File: src/rtl/ser_sched_pkg.sv
// Shared definitions for the serializer transmit scheduler.
// Holds the scheduler state enum, default word width / idle fill pattern,
// and a small width helper used for counters and grant indices.
package ser_sched_pkg;

  typedef enum logic [0:0] {
    StIdle = 1'b0,
    StBusy = 1'b1
  } state_e;

  localparam int unsigned NumReqDef   = 4;
  localparam int unsigned WordWDef    = 16;
  localparam logic [15:0] IdleWordDef = 16'hBC50;

  // Bits needed to index n items; never returns zero so vectors stay legal.
  function automatic int unsigned idx_w(int unsigned n);
    return (n > 1) ? $clog2(n) : 1;
  endfunction

endpackage

File: src/rtl/ser_tx_scheduler_if.sv
// Requester-side handshake bundle for ser_tx_scheduler.
//   in_valid : per-requester word valid (requester -> scheduler)
//   in_data  : per-requester word, slice i belongs to requester i
//   in_ready : one-hot accept strobe (scheduler -> requester)
// master = requester side, slave = scheduler side.
interface ser_tx_scheduler_if
  import ser_sched_pkg::*;
#(
  parameter int unsigned NUM_REQ = NumReqDef,
  parameter int unsigned WORD_W  = WordWDef
);

  logic [NUM_REQ-1:0]        in_valid;
  logic [NUM_REQ*WORD_W-1:0] in_data;
  logic [NUM_REQ-1:0]        in_ready;

  modport master (
    output in_valid,
    output in_data,
    input  in_ready
  );

  modport slave (
    input  in_valid,
    input  in_data,
    output in_ready
  );

endinterface

File: src/rtl/rr_arbiter.sv
// Round-robin arbiter. Searches the request vector starting one past the
// previous grant (wrapping) and returns the first set request.
//   req_i         : request vector
//   last_grant_i  : index of the previous winner
//   grant_o       : one-hot grant (zero when no request)
//   grant_idx_o   : index of the winner
//   grant_valid_o : at least one request was set
module rr_arbiter
  import ser_sched_pkg::*;
#(
  parameter int unsigned NUM_REQ = NumReqDef,
  parameter int unsigned IdxW    = idx_w(NUM_REQ)
) (
  input  logic [NUM_REQ-1:0] req_i,
  input  logic [IdxW-1:0]    last_grant_i,
  output logic [NUM_REQ-1:0] grant_o,
  output logic [IdxW-1:0]    grant_idx_o,
  output logic               grant_valid_o
);

  logic [IdxW-1:0] cand;

  always_comb begin
    grant_o       = '0;
    grant_idx_o   = '0;
    grant_valid_o = 1'b0;
    cand          = '0;
    // Offset 1..NUM_REQ so the previous winner is checked last.
    for (int unsigned k = 1; k <= NUM_REQ; k++) begin
      cand = IdxW'((32'(last_grant_i) + k) % NUM_REQ);
      if (!grant_valid_o && req_i[cand]) begin
        grant_valid_o = 1'b1;
        grant_idx_o   = cand;
      end
    end
    if (grant_valid_o) begin
      grant_o[grant_idx_o] = 1'b1;
    end
  end

endmodule

File: src/rtl/ser_tx_scheduler.sv
// Serializer transmit scheduler. Picks one requester word per WORD_W-cycle
// slot (round robin), hands it to the serializer as a registered parallel
// word with a one-cycle load pulse, and optionally fills empty slots with an
// idle pattern.
//   clk, reset  : clock, asynchronous active-high reset
//   en          : enable; only gates new slots, never aborts a word in flight
//   req         : requester handshake bundle (slave side)
//   ser_pdata   : registered parallel word
//   ser_load    : registered load pulse, high in the cnt=0 cycle of a word
//   busy        : a word is being shifted
//   words_sent  : requester words loaded (wraps)
module ser_tx_scheduler
  import ser_sched_pkg::*;
#(
  parameter int unsigned       NUM_REQ   = NumReqDef,
  parameter int unsigned       WORD_W    = WordWDef,
  parameter bit                IDLE_EN   = 1'b1,
  parameter logic [WORD_W-1:0] IDLE_WORD = IdleWordDef
) (
  input  logic              clk,
  input  logic              reset,
  input  logic              en,
  ser_tx_scheduler_if.slave req,
  output logic [WORD_W-1:0] ser_pdata,
  output logic              ser_load,
  output logic              busy,
  output logic [15:0]       words_sent
);

  localparam int unsigned IdxW = idx_w(NUM_REQ);
  localparam int unsigned CntW = idx_w(WORD_W);
  localparam logic [CntW-1:0] CntLast = CntW'(WORD_W - 1);

  state_e            state_q, state_d;
  logic [CntW-1:0]   cnt_q, cnt_d;
  logic [IdxW-1:0]   last_grant_q, last_grant_d;
  logic [WORD_W-1:0] pdata_q, pdata_d;
  logic              load_q, load_d;
  logic [15:0]       sent_q, sent_d;

  logic               slot_open;
  logic [NUM_REQ-1:0] win_onehot;
  logic [IdxW-1:0]    win_idx;
  logic               win_valid;
  logic [WORD_W-1:0]  word_arr [NUM_REQ];

  for (genvar g = 0; g < NUM_REQ; g++) begin : g_words
    assign word_arr[g] = req.in_data[g*WORD_W +: WORD_W];
  end

  rr_arbiter #(
    .NUM_REQ (NUM_REQ),
    .IdxW    (IdxW)
  ) u_arb (
    .req_i         (req.in_valid),
    .last_grant_i  (last_grant_q),
    .grant_o       (win_onehot),
    .grant_idx_o   (win_idx),
    .grant_valid_o (win_valid)
  );

  // A slot opens when idle, or in the last bit of the current word so the
  // next word loads with no gap.
  always_comb begin
    slot_open    = en && ((state_q == StIdle) || (cnt_q == CntLast));
    req.in_ready = (slot_open && win_valid && !reset) ? win_onehot : '0;
  end

  always_comb begin
    state_d      = state_q;
    cnt_d        = cnt_q;
    last_grant_d = last_grant_q;
    pdata_d      = pdata_q;
    load_d       = 1'b0;
    sent_d       = sent_q;

    if (state_q == StBusy) begin
      cnt_d = cnt_q + 1'b1;
    end

    if (slot_open) begin
      if (win_valid) begin
        pdata_d      = word_arr[win_idx];
        load_d       = 1'b1;
        cnt_d        = '0;
        state_d      = StBusy;
        last_grant_d = win_idx;
        sent_d       = sent_q + 16'd1;
      end else if (IDLE_EN) begin
        pdata_d = IDLE_WORD;
        load_d  = 1'b1;
        cnt_d   = '0;
        state_d = StBusy;
      end else begin
        state_d = StIdle;
        cnt_d   = '0;
      end
    end else if ((state_q == StBusy) && (cnt_q == CntLast)) begin
      // Word finished while disabled: park in idle.
      state_d = StIdle;
      cnt_d   = '0;
    end
  end

  always_ff @(posedge clk or posedge reset) begin
    if (reset) begin
      state_q      <= StIdle;
      cnt_q        <= '0;
      last_grant_q <= IdxW'(NUM_REQ - 1);
      pdata_q      <= '0;
      load_q       <= 1'b0;
      sent_q       <= '0;
    end else begin
      state_q      <= state_d;
      cnt_q        <= cnt_d;
      last_grant_q <= last_grant_d;
      pdata_q      <= pdata_d;
      load_q       <= load_d;
      sent_q       <= sent_d;
    end
  end

  assign ser_pdata  = pdata_q;
  assign ser_load   = load_q;
  assign busy       = (state_q == StBusy);
  assign words_sent = sent_q;

endmodule

File: src/flat_wrapper.sv
// flat-port wrapper written by rule: the top's interface ports become plain ports
module ser_tx_scheduler_flat import ser_sched_pkg::*;
#(
  parameter int unsigned       NUM_REQ   = NumReqDef,
  parameter int unsigned       WORD_W    = WordWDef,
  parameter bit                IDLE_EN   = 1'b1,
  parameter logic [WORD_W-1:0] IDLE_WORD = IdleWordDef
)
  (clk, reset, en, ser_pdata, ser_load, busy, words_sent, req_in_valid, req_in_data, req_in_ready);
  ser_tx_scheduler_if #(.NUM_REQ(NUM_REQ), .WORD_W(WORD_W)) req_i ();
  input  logic clk;
  input  logic reset;
  input  logic en;
  output logic [WORD_W-1:0] ser_pdata;
  output logic ser_load;
  output logic busy;
  output logic [15:0] words_sent;
  input wire logic [$bits(req_i.in_valid)-1:0] req_in_valid;
  input wire logic [$bits(req_i.in_data)-1:0] req_in_data;
  output wire logic [$bits(req_i.in_ready)-1:0] req_in_ready;
  assign req_i.in_valid = req_in_valid;
  assign req_i.in_data = req_in_data;
  assign req_in_ready = req_i.in_ready;
  ser_tx_scheduler #(.NUM_REQ(NUM_REQ), .WORD_W(WORD_W), .IDLE_EN(IDLE_EN), .IDLE_WORD(IDLE_WORD)) u_core (.clk(clk), .reset(reset), .en(en), .req(req_i), .ser_pdata(ser_pdata), .ser_load(ser_load), .busy(busy), .words_sent(words_sent));
endmodule
File: config.mk
export PLATFORM = sky130hd
export DESIGN_NAME = ser_tx_scheduler_flat
export DESIGN_NICKNAME = d
export VERILOG_FILES = /design/src/rtl/ser_sched_pkg.sv /design/src/rtl/ser_tx_scheduler_if.sv /design/src/rtl/rr_arbiter.sv /design/src/rtl/ser_tx_scheduler.sv /design/src/flat_wrapper.sv
export SDC_FILE = /design/constraint.sdc
export NUM_CORES = 1
export LEC_CHECK = 0
export CAP_MARGIN = 0
export CELL_PAD_IN_SITES_DETAIL_PLACEMENT = 1
export CELL_PAD_IN_SITES_GLOBAL_PLACEMENT = 1
export CORE_UTILIZATION = 30
export DETAILED_ROUTE_END_ITERATION = 6
export PLACE_DENSITY_LB_ADDON = 0.1
export REMOVE_ABC_BUFFERS = 1
export SLEW_MARGIN = 40
export SYNTH_ARGS = -nofsm -noshare
export SYNTH_HDL_FRONTEND = slang
export SYNTH_SLANG_ARGS = --single-unit
File: constraint.sdc
create_clock -name clk -period 3.07 [get_ports clk]
set_input_delay 0.7675 -clock clk [delete_from_list [all_inputs] [get_ports clk]]
set_output_delay 0.7675 -clock clk [all_outputs]
set_load 0.005 [all_outputs]
==> impl_metrics.yaml <==
timing:
  slew_viol_final: 0
  period_needed_ns: 3.00
  max_freq_ghz: 0.333
  period_share_pct: 97.7
  setup_viol: 0
  hold_violations: 0
  grt_setup_unrepaired: "false"
  worstMarginPinSlew_ns: 0.438
  timing.slew.headroom_pct: 70.6
  final.setup_skew_ns: 0.00934
critical_path:
  reg2reg_to: "u_core.words_sent[15]$_DFFE_PP0P_"
  arrival_ns: 2.23
  crit_type: "in2out"
  cp_max_fo: 5
  reg2reg_from: "u_core.cnt_q[0]$_DFFE_PP0P_"
  reg2regPathDepth: 7
  reg2reg_slack_ns: 0.96
  crit_required_ns: 2.30
  critPathLaunchType: "input pin"
  cp-end-kind: "primary output"
synth:
  yosys_warnings: 0
  ys_types: 43
  synthArstFlopShare_pct: 100
  syn_inst: 214
  synth_seq_cells: 40
  synth_top_area_share_pct: 42.6
  yosysTopAreaCell: "dfrtp_1"
  syn_area_mm2: 0.00223
  synth-main-ff-cell: "dfrtp_1"
  synth_area_leaders: "dfrtp_1 (43%), mux2i_1 (14%), xnor2_1 (5.5%)"
  avgSynthCellArea_um2: 10.4
  synth_edf_count: 0
  yosysSeqAreaShare_pct: 45.0
die:
  coreArea_mm2: 0.00721
  start_util_pct: 30.9
  pin_count: 109
  dieArea_mm2: 0.00779
  fp.dieH_um: 88.3
  rows: 31
  die_w_um: 88.3
detailed_routing:
  routedWlPerCell_um: 15.4
  drc: 0
  drtIter0Drc: 68
  via_per_inst: 4.88
  drt_wl_total_mm: 6.75
  dr_total_vias: 2138
  dr.pass1.iters: 4
  ant_nets: 0
clock_tree:
  cts_max_path_buffers: 2
  cts_tree: "yes"
  cts_buffers: 5
  clock_sinks: 40
  cts_hold_buf: 0
  cts.clk_slew.worst_paths_ns: 0.09
  htreeDepth: 2
  cts-root-buf: "clkbuf_8"
  clk_latency_ns: 0.29
global_route:
  grt_overflow: 0
  antenna_found_initial: 0
  grt_pass1_vias: 2125
  grt_use_total_pct: 17.4
  grt_max_degree: 25
  grt_pass1_wl_mm: 10.4
cells_and_area:
  drive_gt1_share_pct: 12.7
  area_growth_syn_to_layout_pct: 62.4
  fillers: 844
  final_cell_mix: "clkdlybuf4s50_1 (100), dfrtp_1 (38), mux2i_1 (31)"
  layout_commonest_cell: "clkdlybuf4s50_1"
  antenna_cells: 0
  finalNetCount: 411
  stdcell_area_mm2: 0.00362
placed_design:
  port-buffer-count: 108
  place_hpwl_mm: 5.23
  gp_congestion: 0.724
  placement.cell_area_mm2: 0.00348
worst_hold_path:
  min_to: "u_core.words_sent[15]$_DFFE_PP0P_"
  holdPathStages: 1
  hold_class: "reg2reg"
  worstHoldStart: "u_core.words_sent[15]$_DFFE_PP0P_"
pwr:
  ir_drop_mv: 0.287
  finalPower_mw: 2.35
  power_density_mw_per_mm2: 649
  p_leak_nw: 1.59
run_status:
  status: "finished clean"
flow_run:
  cap_violations: 0
[through the flow]
stage	hold WS, ns	cells	utilization, %	TNS (ns)	worst slack, ns
after CTS	0.480	438	50.3	0	0.0126
after global placement	0.461	428	48.2	-1.65	-0.442
after floorplan	0.468	208	-	0	0.201
after detailed placement	0.464	428	48.2	-1.79	-0.483
final	0.475	438	50.2	0	0.0696
after global routing	0.491	438	50.2	0	0.0365
[how the worst max path moves through the flow]
| stage | endpoint | from | slack, ns |
|---|---|---|---|
| floorplan | req_in_ready[3] | req_in_valid[1] | 0.20 |
| global placement | req_in_ready[1] | req_in_valid[3] | -0.44 |
| detailed placement | req_in_ready[1] | req_in_valid[3] | -0.48 |
| CTS | req_in_ready[1] | req_in_valid[2] | 0.01 |
| global route | req_in_ready[1] | req_in_valid[1] | 0.04 |
| finish | req_in_ready[1] | req_in_valid[0] | 0.07 |
[worst max-delay path, cell delays in order]
cell and delay, ns:
dlygate4sd2_1 0.29, or4_4 0.56, o211ai_4 0.13, a21oi_2 0.07
and3_1 0.19, clkdlybuf4s15_1 0.23
[flip-flops by register name (all words and copies together) (netlist names)]
signal and flops:
u_core.ser_pdata 16, u_core.words_sent 16, u_core.ser_load 1, u_core.cnt_q 4, u_core.last_grant_q 2, u_core.busy 1
[what timing repair did]
action | 4_1_cts | 5_1_grt
pin swaps | 4 | 1
gates resized for setup | 20 | 3
setup endpoints to repair | 4 | 2
setup buffers | 2 | 0
[kinds of logic (layout without fill, tap and decap cells)]
kind of cell             count (synthesis)  after routing  share of synthesized area (%)
adder cells (fa/ha/maj)                  2              2                           1.12
XOR/XNOR                                16             16                           6.28
AO/OA/AOI/OAI                           38             38                           13.2
buffers and inverters                   16            141                           4.32
flip-flops                              40             40                           45.0
AND/OR/NAND/NOR                         70             70                           15.8
multiplexers                            32             32                           14.3
[power breakdown]
part	total [mW]	switching, mW	internal [mW]
combinational	1.06	0.447	0.617
sequential	0.853	0.152	0.701
clock	0.437	0.196	0.241
[synthesized netlist by cell type (2+ instances only)]
cell	count
o31ai_1	2
nand2_2	2
ha_1	2
nand3_1	7
xnor2_1	14
nor3_2	2
o221ai_1	9
inv_1	9
nand2_1	28
mux2i_1	32
a21oi_1	6
a211oi_1	3
nor2_1	10
dfstp_2	2
nand4_1	5
or2_2	2
buf_6	2
dfrtp_1	38
a221oi_1	6
or4_1	2
xor2_1	2
and3_1	5
o21ai_0	4
[area by class of cell]
class                      count  area (µm²)  share of cell area (%)
clock inverter                 3        42.5                    1.17
inverter                      10        37.5                    1.04
tap                           99         124                    3.42
sequential                    40        1000                    27.7
timing repair buffer         123        1180                    32.6
multi-input combinational    158        1170                    32.2
clock buffer                   5        68.8                    1.90
[metal layers]
layer / up-vias / global-route usage [%] / part of all wire, %
met5: - / 0 / 0
met4: 0 / 4.99 / 1.1
met3: 6 / 3.73 / 5.3
met2: 56 / 29.7 / 50
met1: 1050 / 22.3 / 44
li1: 1026 / - / -
Power figures use the tool's default switching activity.
